===== config.mk =====
export PLATFORM = sky130hd
export DESIGN_NAME = dds_key_ctrl_flat
export DESIGN_NICKNAME = d
export VERILOG_FILES = /design/src/rtl/dds_key_ctrl_if.sv /design/src/rtl/dds_key_ctrl.sv /design/src/flat_wrapper.sv
export SDC_FILE = /design/constraint.sdc
export NUM_CORES = 1
export LEC_CHECK = 0
export BUFFER_PORTS_ARGS = -buffer_cell sky130_fd_sc_hd__buf_4
export CAP_MARGIN = 10
export CORE_UTILIZATION = 55
export CTS_BUF_LIST = sky130_fd_sc_hd__clkbuf_2
export DETAILED_ROUTE_END_ITERATION = 10
export PLACE_DENSITY = 0.72
export SYNTH_ARGS = -nofsm -noshare
export SYNTH_HDL_FRONTEND = slang
export SYNTH_SLANG_ARGS = --single-unit

===== constraint.sdc =====
create_clock -name clk -period 8.77 [get_ports clk]
set_input_delay 0.4385 -clock clk [delete_from_list [all_inputs] [get_ports clk]]
set_output_delay 0.4385 -clock clk [all_outputs]
set_load 0.05 [all_outputs]

===== src/rtl/dds_key_ctrl_if.sv =====
// DDS configuration channel: registered wave/amp/frequency word with valid/ready handshake.
// The master holds cfg_vld and all payload fields stable until cfg_rdy is seen.
interface dds_key_ctrl_if;
  logic        cfg_vld;
  logic        cfg_rdy;
  logic [1:0]  wave_sel;
  logic [1:0]  amp_sel;
  logic [31:0] fword;

  modport master (
    output cfg_vld,
    output wave_sel,
    output amp_sel,
    output fword,
    input  cfg_rdy
  );

  modport slave (
    input  cfg_vld,
    input  wave_sel,
    input  amp_sel,
    input  fword,
    output cfg_rdy
  );
endinterface


===== src/rtl/dds_key_ctrl.sv =====
// Key pulses -> staged DDS settings -> registered config; cfg_vld rises two edges after the key edge.
// While cfg_vld waits for cfg_rdy, further key changes are absorbed and reissued as one extra config.
module dds_key_ctrl #(
  parameter int unsigned FW_STEP   = 85899,
  parameter int unsigned FREQ_MIN  = 1,
  parameter int unsigned FREQ_MAX  = 100,
  parameter int unsigned FREQ_INIT = 1
) (
  input  logic          clk,
  input  logic          rstn,
  input  logic          key_wave,
  input  logic          key_up,
  input  logic          key_dn,
  input  logic          key_amp,
  dds_key_ctrl_if.master cfg
);

  localparam int unsigned      IDX_W      = $clog2(FREQ_MAX + 1);
  localparam logic [IDX_W-1:0] C_IDX_MIN  = IDX_W'(FREQ_MIN);
  localparam logic [IDX_W-1:0] C_IDX_MAX  = IDX_W'(FREQ_MAX);
  localparam logic [IDX_W-1:0] C_IDX_INIT = IDX_W'(FREQ_INIT);
  localparam logic [31:0]      C_STEP     = 32'(FW_STEP);
  localparam logic [31:0]      C_FW_INIT  = 32'(FREQ_INIT * FW_STEP);

  typedef enum logic [1:0] {
    S_IDLE = 2'd0,
    S_CALC = 2'd1,
    S_SEND = 2'd2
  } state_t;

  state_t           r_state;
  state_t           w_state_nxt;
  logic [1:0]       r_wave;
  logic [1:0]       r_amp;
  logic [IDX_W-1:0] r_idx;
  logic [1:0]       w_wave_nxt;
  logic [1:0]       w_amp_nxt;
  logic [IDX_W-1:0] w_idx_nxt;
  logic             w_eff;
  logic             r_chg;
  logic             r_pend;
  logic             w_pend_nxt;
  logic             w_any_pend;
  logic [31:0]      w_prod;
  logic             r_cfg_vld;
  logic [1:0]       r_wave_sel;
  logic [1:0]       r_amp_sel;
  logic [31:0]      r_fword;

  // Up and down together cancel; saturated steps leave the index untouched.
  always_comb begin
    w_wave_nxt = r_wave + 2'(key_wave);
    w_amp_nxt  = r_amp + 2'(key_amp);
    w_idx_nxt  = r_idx;
    if (key_up && !key_dn && (r_idx < C_IDX_MAX)) begin
      w_idx_nxt = r_idx + IDX_W'(1);
    end else if (key_dn && !key_up && (r_idx > C_IDX_MIN)) begin
      w_idx_nxt = r_idx - IDX_W'(1);
    end
  end

  assign w_eff  = (w_wave_nxt != r_wave) || (w_amp_nxt != r_amp) || (w_idx_nxt != r_idx);
  assign w_prod = 32'(r_idx) * C_STEP;

  always_ff @(posedge clk or negedge rstn) begin
    if (!rstn) begin
      r_wave <= 2'd0;
      r_amp  <= 2'd0;
      r_idx  <= C_IDX_INIT;
      r_chg  <= 1'b0;
    end else begin
      r_wave <= w_wave_nxt;
      r_amp  <= w_amp_nxt;
      r_idx  <= w_idx_nxt;
      r_chg  <= w_eff;
    end
  end

  // r_chg flags a change already visible in staging; pending only matters once a snapshot is out.
  assign w_any_pend = r_pend || r_chg;

  always_comb begin
    w_state_nxt = r_state;
    w_pend_nxt  = 1'b0;
    case (r_state)
      S_IDLE: begin
        if (r_chg) begin
          w_state_nxt = S_CALC;
        end
      end
      S_CALC: begin
        w_state_nxt = S_SEND;
      end
      S_SEND: begin
        w_pend_nxt = w_any_pend;
        if (cfg.cfg_rdy) begin
          w_state_nxt = w_any_pend ? S_CALC : S_IDLE;
          w_pend_nxt  = 1'b0;
        end
      end
      default: begin
        w_state_nxt = S_IDLE;
      end
    endcase
  end

  always_ff @(posedge clk or negedge rstn) begin
    if (!rstn) begin
      r_state <= S_IDLE;
      r_pend  <= 1'b0;
    end else begin
      r_state <= w_state_nxt;
      r_pend  <= w_pend_nxt;
    end
  end

  always_ff @(posedge clk or negedge rstn) begin
    if (!rstn) begin
      r_cfg_vld  <= 1'b0;
      r_wave_sel <= 2'd0;
      r_amp_sel  <= 2'd0;
      r_fword    <= C_FW_INIT;
    end else begin
      r_cfg_vld <= (w_state_nxt == S_SEND);
      if (r_state == S_CALC) begin
        r_wave_sel <= r_wave;
        r_amp_sel  <= r_amp;
        r_fword    <= w_prod;
      end
    end
  end

  assign cfg.cfg_vld  = r_cfg_vld;
  assign cfg.wave_sel = r_wave_sel;
  assign cfg.amp_sel  = r_amp_sel;
  assign cfg.fword    = r_fword;

endmodule


===== src/flat_wrapper.sv =====
// flat-port wrapper written by rule: the top's interface ports become plain ports
module dds_key_ctrl_flat 
#(
  parameter int unsigned FW_STEP   = 85899,
  parameter int unsigned FREQ_MIN  = 1,
  parameter int unsigned FREQ_MAX  = 100,
  parameter int unsigned FREQ_INIT = 1
)
  (clk, rstn, key_wave, key_up, key_dn, key_amp, cfg_cfg_vld, cfg_wave_sel, cfg_amp_sel, cfg_fword, cfg_cfg_rdy);
  dds_key_ctrl_if cfg_i ();
  input  logic clk;
  input  logic rstn;
  input  logic key_wave;
  input  logic key_up;
  input  logic key_dn;
  input  logic key_amp;
  output wire logic [$bits(cfg_i.cfg_vld)-1:0] cfg_cfg_vld;
  output wire logic [$bits(cfg_i.wave_sel)-1:0] cfg_wave_sel;
  output wire logic [$bits(cfg_i.amp_sel)-1:0] cfg_amp_sel;
  output wire logic [$bits(cfg_i.fword)-1:0] cfg_fword;
  input wire logic [$bits(cfg_i.cfg_rdy)-1:0] cfg_cfg_rdy;
  assign cfg_cfg_vld = cfg_i.cfg_vld;
  assign cfg_wave_sel = cfg_i.wave_sel;
  assign cfg_amp_sel = cfg_i.amp_sel;
  assign cfg_fword = cfg_i.fword;
  assign cfg_i.cfg_rdy = cfg_cfg_rdy;
  dds_key_ctrl #(.FW_STEP(FW_STEP), .FREQ_MIN(FREQ_MIN), .FREQ_MAX(FREQ_MAX), .FREQ_INIT(FREQ_INIT)) u_core (.clk(clk), .rstn(rstn), .key_wave(key_wave), .key_up(key_up), .key_dn(key_dn), .key_amp(key_amp), .cfg(cfg_i));
endmodule

==> flow_summary_export.csv <==
group,metric,value,unit
placed_design,place_ws,4.37,ns
sta,rsz0062_at_grt,"false",
sta,worst_slack,4.29,ns
synth,avgSynthCellArea,9.43,sq um
synth,yosysTopAreaCell,"ha_1",
routing,ant_nets,0,
synth,synthTopCellsByArea,"ha_1 23%, dfrtp_1 20%, fa_1 9.4%",
routing,vias,3082,
critical_path,path_cells,"inv_1, fa_1, xor2_1, ha_1, fa_1, fa_1, ha_1, nand2_1, nor2_1, a211oi_1, and3b_4, or3_1, a31oi_1",
synth,ys_seq_area_share,27.4,%
synth,ys.flop_type,"dfrtp_1",
critical_path,crit_required,9.16,ns
routing,drt_wl_total,8.32,mm
floorplanning,fp-row-count,30,
synth,synth_fa_ha_area_share,32.5,%
synth,synth_seq_cells,44,
routing,wl_per_cell,14.9,um
synth,synth_top_family_by_area,"adder cells",
clock_network,cts_buffers,5,
synth,ys_warn_count,0,
sta,maxSlewHeadroom,30.9,%
synth,yosysTopAreaCellShare,23.1,%
layout,drive_above_1_share,13.4,%
routing,via_per_inst,5.50,
sta,slew_violations,0,
floorplanning,die_x,88.0,um
placed_design,port_buffers,35,
synth,synth_cell_types,50,
placed_design,hpwl,6.59,mm
layout,area_growth_syn_to_layout,9.24,%
grt,grt_overflow,0,
synth,synth_compound_area_share,15.1,%
clock_network,cts.sinks,44,
critical_path,critPathArrivalTime,4.86,ns
critical_path,crit_buf_inv,1,
sta,fin_crit_sh,51.0,%
grt,grt_pass1_vias,3037,
synth,syn_inst,431,
critical_path,critPathSlowestCell,"fa_1",
clock_network,cts-root-buf,"clkbuf_2",
grt,grt_max_degree,51,
job,max-cap-violations,0,
grt,grt_usage,23.8,%
critical_path,cp.depth,13,
clock_network,clk_path_buf_depth,2,
sta,period_needed,4.48,ns
grt,antenna_found_initial,0,
critical_path,crit_type,"reg -> reg",
critical_path,worstPathMaxFanout,9,
synth,syn-cell-area,4060,sq um
sta,setup_viol,0,
layout,layout_commonest_cell,"ha_1",
critical_path,crit_path_end_kind,"register",
floorplanning,die_y,88.0,um
clock_network,cts_tree,"yes",
sta,tns,0,ns
clock_network,htreeDepth,2,
routing,drtIter0Drc,109,
floorplanning,num_io_pins,44,
critical_path,cp_common_cell,"fa_1",
sta,worstMarginPinSlew,1.03,ns
synth,async_flop_share,100,%
clock_network,clkSlewWorstSetupHoldPaths,0.28,ns
grt,grt_pass1_wl,14.2,mm
critical_path,crit_family,"adder cells",
floorplanning,design.core.area,6980,sq um
floorplanning,die-area,7740,sq um
layout,antennaDiodeCount,0,
routing,first_pass_iters,5,
sta,hold_viol_final,0,
synth,synth-edff-count,0,
floorplanning,initial_utilization,58.2,%
critical_path,worstSetupStartpointType,"register",
synth,synth-simple-area-share,13.1,%
hold_path,whs_path_depth,2,
layout,final_nets,564,
synth,synth_xor_area_share,5.60,%
critical_path,cpPeakStageDelay,0.67,ns
placed_design,gp_congestion,0.908,
clock_network,clock_latency,0.44,ns
sta,fmax,223,MHz
routing,drc,0,
layout,final_cell_mix,"75 x ha_1, 55 x nand2_1, 38 x inv_1",
critical_path,reg2reg_depth,13,
sta,skew,0.0266,ns
status,status,"completed",
hold_path,min-delay-path-class,"in -> reg",
synth,synthMuxAreaShare,0.246,%
[registers in the layout, summed over array words and instances, names as in the netlist]
register / cells
u_core.r_state: 2
u_core.cfg.wave_sel: 2
u_core.r_pend: 1
u_core.cfg.cfg_vld: 1
u_core.r_idx: 7
u_core.cfg.amp_sel: 2
u_core.cfg.fword: 24
u_core.r_chg: 1
u_core.r_wave: 2
u_core.r_amp: 2
[timing repair]
item                                   CTS  global route
endpoints found under the hold margin   33             0
gates resized for setup                  0             0
buffers inserted                         0             0
hold buffers                             1             0
[through the flow]
stage / util (%) / hold slack [ns] / instances / instance area (sq um)
2_1_floorplan: - / 0.143 / 438 / 4090
3_3_place_gp: 62.7 / 0.449 / 551 / 4380
3_5_place_dp: 62.7 / 0.453 / 551 / 4380
4_1_cts: 63.6 / 0.217 / 560 / 4440
5_1_grt: 63.6 / 0.188 / 560 / 4440
6_report: 63.6 / 0.233 / 560 / 4440
[cell usage after synthesis, types with 3 or more instances]
cell type	n
a211o_1	3
a21o_1	11
a21oi_1	22
a31oi_1	3
and3_1	8
buf_4	8
clkbuf_1	11
dfrtp_1	33
dfstp_2	11
fa_1	19
ha_1	75
inv_1	38
nand2_1	55
nand2b_1	3
nand3_1	4
nand4_1	7
nor2_1	19
nor3_1	4
nor3b_1	3
o211ai_1	4
o21ai_0	28
or3_1	3
xnor2_1	14
xor2_1	12
[cell type report]
class                           count  area [sq um]
Clock inverter                      3          25.0
Tap cell                           96           120
Timing Repair Buffer               37           280
Inverter                           38           143
Clock buffer                        5          25.0
Sequential cell                    44          1110
Fill cell                         629          2540
Multi-Input combinational cell    337          2730
[logic make-up after synthesis]
logic type / count (synthesis)
XOR/XNOR: 26
adder cells (fa/ha/maj): 94
AND/OR/NAND/NOR: 114
other: 1
AO/OA/AOI/OAI: 94
multiplexers: 1
flip-flops: 44
buffers and inverters: 57
[routing by layer]
layer / global-route usage [%] / part of all wire, % / vias to the layer above
li1: - / - / 1551
met3: 3.49 / 3.2 / 24
met4: 9.09 / 2.9 / 0
met5: 0 / 0 / -
met1: 32.3 / 48 / 1430
met2: 38.3 / 46 / 77
[worst paths after layout]
check / from / to / slack (ns)
max reg2reg: u_core.r_idx[4] / u_core.cfg.fword[19] / 4.29
min: key_amp / u_core.r_amp[0] / 0.23
min reg2reg: u_core.cfg.fword[3] / u_core.cfg.fword[3] / 0.48
max in group asynchronous: rstn / u_core.r_idx[0] / 7.88
max: u_core.r_idx[4] / u_core.cfg.fword[19] / 4.29
min in group asynchronous: rstn / u_core.cfg.cfg_vld / 0.48
Power is left out: the tool's default activity adds up to more than one toggle a clock period on the data nets, which glitch-free logic cannot reach.
